`src/rtl/result_tfifo_pkg.sv`:
```
// Shared sizing helpers for the result-channel transparent FIFO.
package result_tfifo_pkg;

    localparam int DEF_NUM_SLOTS = 4;

    // Pointer width; a single slot still needs a 1-bit pointer.
    function automatic int ptr_w(input int n);
        return (n <= 1) ? 1 : $clog2(n);
    endfunction

    function automatic int cnt_w(input int n);
        return $clog2(n + 1);
    endfunction

    localparam int PTR_W = ptr_w(DEF_NUM_SLOTS);
    localparam int CNT_W = cnt_w(DEF_NUM_SLOTS);

endpackage

```
`src/rtl/result_tfifo_storage.sv`:
```
// Register-array storage: one synchronous write port, one async read port.
module result_tfifo_storage
    import result_tfifo_pkg::*;
#(
    parameter int BITWIDTH  = 32,
    parameter int NUM_SLOTS = DEF_NUM_SLOTS
) (
    input  logic                           clk,
    input  logic                           we,
    input  logic [ptr_w(NUM_SLOTS)-1:0]    waddr,
    input  logic [BITWIDTH-1:0]            wdata,
    input  logic [ptr_w(NUM_SLOTS)-1:0]    raddr,
    output logic [BITWIDTH-1:0]            rdata
);

    logic [BITWIDTH-1:0] mem [NUM_SLOTS];

    always_ff @(posedge clk) begin
        if (we) begin
            mem[waddr] <= wdata;
        end
    end

    assign rdata = mem[raddr];

endmodule

```
`src/rtl/result_tfifo.sv`:
```
// Transparent elastic FIFO on a divider result channel: bypass when empty,
// strict FIFO order otherwise, ins_ready independent of outs_ready.
module result_tfifo
    import result_tfifo_pkg::*;
#(
    parameter int BITWIDTH  = 32,
    parameter int NUM_SLOTS = DEF_NUM_SLOTS
) (
    input  logic                          clk,
    input  logic                          rst,
    input  logic [BITWIDTH-1:0]           ins,
    input  logic                          ins_valid,
    output logic                          ins_ready,
    output logic [BITWIDTH-1:0]           outs,
    output logic                          outs_valid,
    input  logic                          outs_ready,
    output logic [cnt_w(NUM_SLOTS)-1:0]   count
);

    localparam int PW = ptr_w(NUM_SLOTS);
    localparam int CW = cnt_w(NUM_SLOTS);
    localparam logic [PW-1:0] LAST = PW'(NUM_SLOTS - 1);
    localparam logic [CW-1:0] FULL = CW'(NUM_SLOTS);

    logic [PW-1:0]       rd_ptr;
    logic [PW-1:0]       wr_ptr;
    logic [BITWIDTH-1:0] rdata;
    logic                empty;
    logic                full;
    logic                accept_in;
    logic                accept_out;
    logic                bypass;
    logic                wr_en;
    logic                rd_en;

    assign empty      = (count == '0);
    assign full       = (count == FULL);
    assign ins_ready  = ~full;
    assign outs_valid = ins_valid | ~empty;
    assign outs       = empty ? ins : rdata;

    assign accept_in  = ins_valid & ins_ready;
    assign accept_out = outs_valid & outs_ready;
    assign bypass     = empty & accept_in & outs_ready;
    assign wr_en      = accept_in & ~bypass;
    assign rd_en      = accept_out & ~empty;

    result_tfifo_storage #(
        .BITWIDTH  (BITWIDTH),
        .NUM_SLOTS (NUM_SLOTS)
    ) u_storage (
        .clk   (clk),
        .we    (wr_en),
        .waddr (wr_ptr),
        .wdata (ins),
        .raddr (rd_ptr),
        .rdata (rdata)
    );

    // Explicit compare-and-reset wrap so non-power-of-two depths work.
    always_ff @(posedge clk) begin
        if (rst) begin
            rd_ptr <= '0;
            wr_ptr <= '0;
            count  <= '0;
        end else begin
            if (wr_en) begin
                wr_ptr <= (wr_ptr == LAST) ? '0 : wr_ptr + PW'(1);
            end
            if (rd_en) begin
                rd_ptr <= (rd_ptr == LAST) ? '0 : rd_ptr + PW'(1);
            end
            if (wr_en && !rd_en) begin
                count <= count + CW'(1);
            end else if (rd_en && !wr_en) begin
                count <= count - CW'(1);
            end
        end
    end

endmodule

```
`config.mk`:
```
export PLATFORM = sky130hd
export DESIGN_NAME = result_tfifo
export DESIGN_NICKNAME = d
export VERILOG_FILES = /design/src/rtl/result_tfifo_pkg.sv /design/src/rtl/result_tfifo_storage.sv /design/src/rtl/result_tfifo.sv
export SDC_FILE = /design/constraint.sdc
export NUM_CORES = 1
export LEC_CHECK = 0
export CAP_MARGIN = 20
export CORE_UTILIZATION = 55
export CTS_CLUSTER_SIZE = 10
export DETAILED_ROUTE_END_ITERATION = 6
export PLACE_DENSITY = 0.86
export SYNTH_ARGS = -nofsm -noshare
export SYNTH_HDL_FRONTEND = slang
export SYNTH_HIERARCHICAL = 1
export SYNTH_SLANG_ARGS = --single-unit
```
`constraint.sdc`:
```
create_clock -name clk -period 7.54 [get_ports clk]
set_input_delay 1.508 -clock clk [delete_from_list [all_inputs] [get_ports clk]]
set_output_delay 1.508 -clock clk [all_outputs]
set_load 0.03 [all_outputs]
```
==> flow_summary.json <==
{
  "rsz0062_at_grt": "no",
  "r2r_end": "count[2]$_SDFFE_PP0P_",
  "nNetsFinal": 369,
  "syn_nets": 285,
  "max-cap-violations": 0,
  "hold_buffers": 0,
  "synth_top_area_share_pct": 70.3,
  "die_w_um": 102,
  "setup_viol": 0,
  "syn-mean-instance-area_um2": 22.3,
  "clk-insertion-delay-late_ps": 500,
  "critical_path.max_stage_delay_ps": 720,
  "min_path_type": "reg -> reg",
  "slowest_stage": "dfxtp_2",
  "synth_edf_count": 128,
  "yosys_warnings": 6,
  "synth_area_leaders": "edfxtp_1 (70%), mux4_2 (12%), mux2_2 (6.6%)",
  "startpoint_type": "flop",
  "post_cts_buffers": 0,
  "syn_area_um2": 5470,
  "cts_tree": "done",
  "via_per_inst": 5.60,
  "whs_path_depth": 2,
  "path_delay_family": "buffers and inverters",
  "synthCells": 245,
  "whs_endpoint": "wr_ptr[1]$_SDFFE_PP0P_",
  "r2r_cells": 7,
  "fp.dieH_um": 102,
  "worstHoldStart": "wr_ptr[1]$_SDFFE_PP0P_",
  "seq_area_um2": 3990,
  "cellPowerDensity_nw_per_um2": 376,
  "max_freq_mhz": 211,
  "top_level_ports": 73,
  "areaGrowthSynthToFinish_pct": 24.3,
  "crit_path_cell_trace": "buf_4 > mux4_1 > mux2_2 > clkdlybuf4s50_1",
  "avgRoutedWirePerCell_um": 19.5,
  "io_buffers": 72,
  "fp-row-count": 36,
  "ys_ff_latch": 135,
  "clk_transition_reported_paths_ps": 60,
  "p_leak_nw": 2.21,
  "worstPathRequired_ps": 6030,
  "vias": 2655,
  "grt_use_total_pct": 19.7,
  "setup_tns_ps": 0,
  "synth.most_common_cell": "edfxtp_1",
  "clock_path_buffers": 2,
  "ys_seq_area_share_pct": 72.8,
  "multi_input_area_um2": 1370,
  "n_fill_cell": 609,
  "cts_resized": 0,
  "gr-total-overflow": 0,
  "timing.critical_path.to_type": "primary output",
  "ys_async_sr_fraction_pct": 0,
  "path_class": "reg -> out",
  "final_layout_size_suffix_gt1_share_pct": 29.9,
  "rr_startpoint": "count[0]$_SDFFE_PP0P_",
  "grt_max_degree": 35,
  "drt_first_pass_iters": 4,
  "slew_headroom_pct": 40.0,
  "drt_wl_total_mm": 9.24,
  "vdd_drop_max_uv": 268,
  "rrSetupSlack_ps": 5290,
  "synthTopCellsByCount": "edfxtp_1 (128), mux2_2 (32), mux4_2 (30)",
  "fin_crit_sh_pct": 62.9,
  "grt_pass1_vias": 2702,
  "cts_buffers": 17,
  "final-max-slew-violation-count": 0,
  "yosysTopAreaCell": "edfxtp_1",
  "worstMarginPinSlew_ps": 897,
  "start_util_pct": 56.5,
  "drt-initial-drc-count": 65,
  "path_buf_inv": 2,
  "cts-root-buf": "clkbuf_8",
  "h-tree-depth": 4,
  "utilization_pct": 70.2,
  "status": "finished clean",
  "antenna_cells": 0,
  "fin_skew_ps": 5.06,
  "antenna_found_initial": 0,
  "core_um2": 9680,
  "dieArea_um2": 10300,
  "arrival_ps": 3230,
  "synth_cell_types": 29,
  "gp_congestion": 0.660,
  "finalHoldViolCount": 0,
  "drc": 0,
  "detailed_place_hpwl_mm": 5.46,
  "fin_crit_ps": 4740,
  "clock-sinks": 135,
  "crit_path_max_fanout": 19,
  "antenna_left": 0,
  "ys.flop_type": "edfxtp_1",
  "grt_first_pass_wirelength_mm": 14.5
}
-- worst max-delay path by stage --
| stage | from | to | slack, ps | cells after the start |
|---|---|---|---|---|
| floorplan | outs_ready | u_storage/mem[0][0]$_DFFE_PP_ | 2830 | 3 |
| global placement | ins[18] | outs[18] | 3130 | 3 |
| detailed placement | ins[0] | outs[0] | 3080 | 3 |
| CTS | rd_ptr[0]$_SDFFE_PP0P_ | outs[0] | 2680 | 4 |
| global route | rd_ptr[0]$_SDFFE_PP0P_ | outs[0] | 2600 | 4 |
| finish | rd_ptr[0]$_SDFFE_PP0P_ | outs[0] | 2800 | 4 |
-- state kept, by name, indices dropped and copies added (netlist names) --
register,flops
rd_ptr,2
count,3
u_storage/mem,128
wr_ptr,2
-- stage by stage --
stage	setup slack (ps)	std cells	hold WS (ps)	power, W	area, um^2
floorplan	2830	245	474	0.00160	5470
global placement	3130	443	517	0.00184	6270
detailed placement	3080	443	563	0.00186	6270
CTS	2680	474	570	0.00259	6800
global route	2600	474	588	0.00267	6800
finish	2800	474	566	0.00256	6800
-- routing by layer --
layer	vias up	wire length [um]	global-route usage, %
met2	81	4920	32.2
met4	0	85	7.36
met5	-	0	0
met1	1373	3870	25.5
met3	9	366	5.45
li1	1192	-	-
-- worst min-delay path: stages, from the launching register on --
cell and delay (ps):
dfxtp_1 350, nand2b_1 100, mux2i_1 70
-- placed cells by master (no fill, tap or decap), types with 3 or more instances in the layout --
| cell | n |
|---|---|
| buf_4 | 4 |
| clkbuf_16 | 16 |
| clkdlybuf4s50_1 | 72 |
| clkinv_1 | 3 |
| clkinv_2 | 3 |
| clkinvlp_4 | 5 |
| dfxtp_1 | 5 |
| edfxtp_1 | 128 |
| ha_1 | 3 |
| mux2_2 | 32 |
| mux2i_1 | 3 |
| mux4_2 | 30 |
| nand2b_1 | 3 |
| nor2_1 | 5 |
-- where the power goes --
group          switching (W)  total [W]  internal, W
Combinational       0.000435   0.000863     0.000428
Sequential         0.0000614   0.000974     0.000912
Clock               0.000291   0.000721     0.000430
-- kinds of logic after synthesis --
logic type	share of synthesized area, %
compound gates	0.663
xor+xnor	0.320
fa+ha+maj	1.05
buf+inv	2.33
flops	72.8
mux	20.7
simple gates	2.13
-- cell type report --
class	instances	area share [%]
Clock buffer	17	6.09
Sequential cell	135	58.6
Clock inverter	14	1.64
Inverter	1	0.0552
Tap cell	133	2.45
Timing Repair Buffer	76	11.0
Multi-Input combinational cell	98	20.1
(Power assumes the default switching activity.)
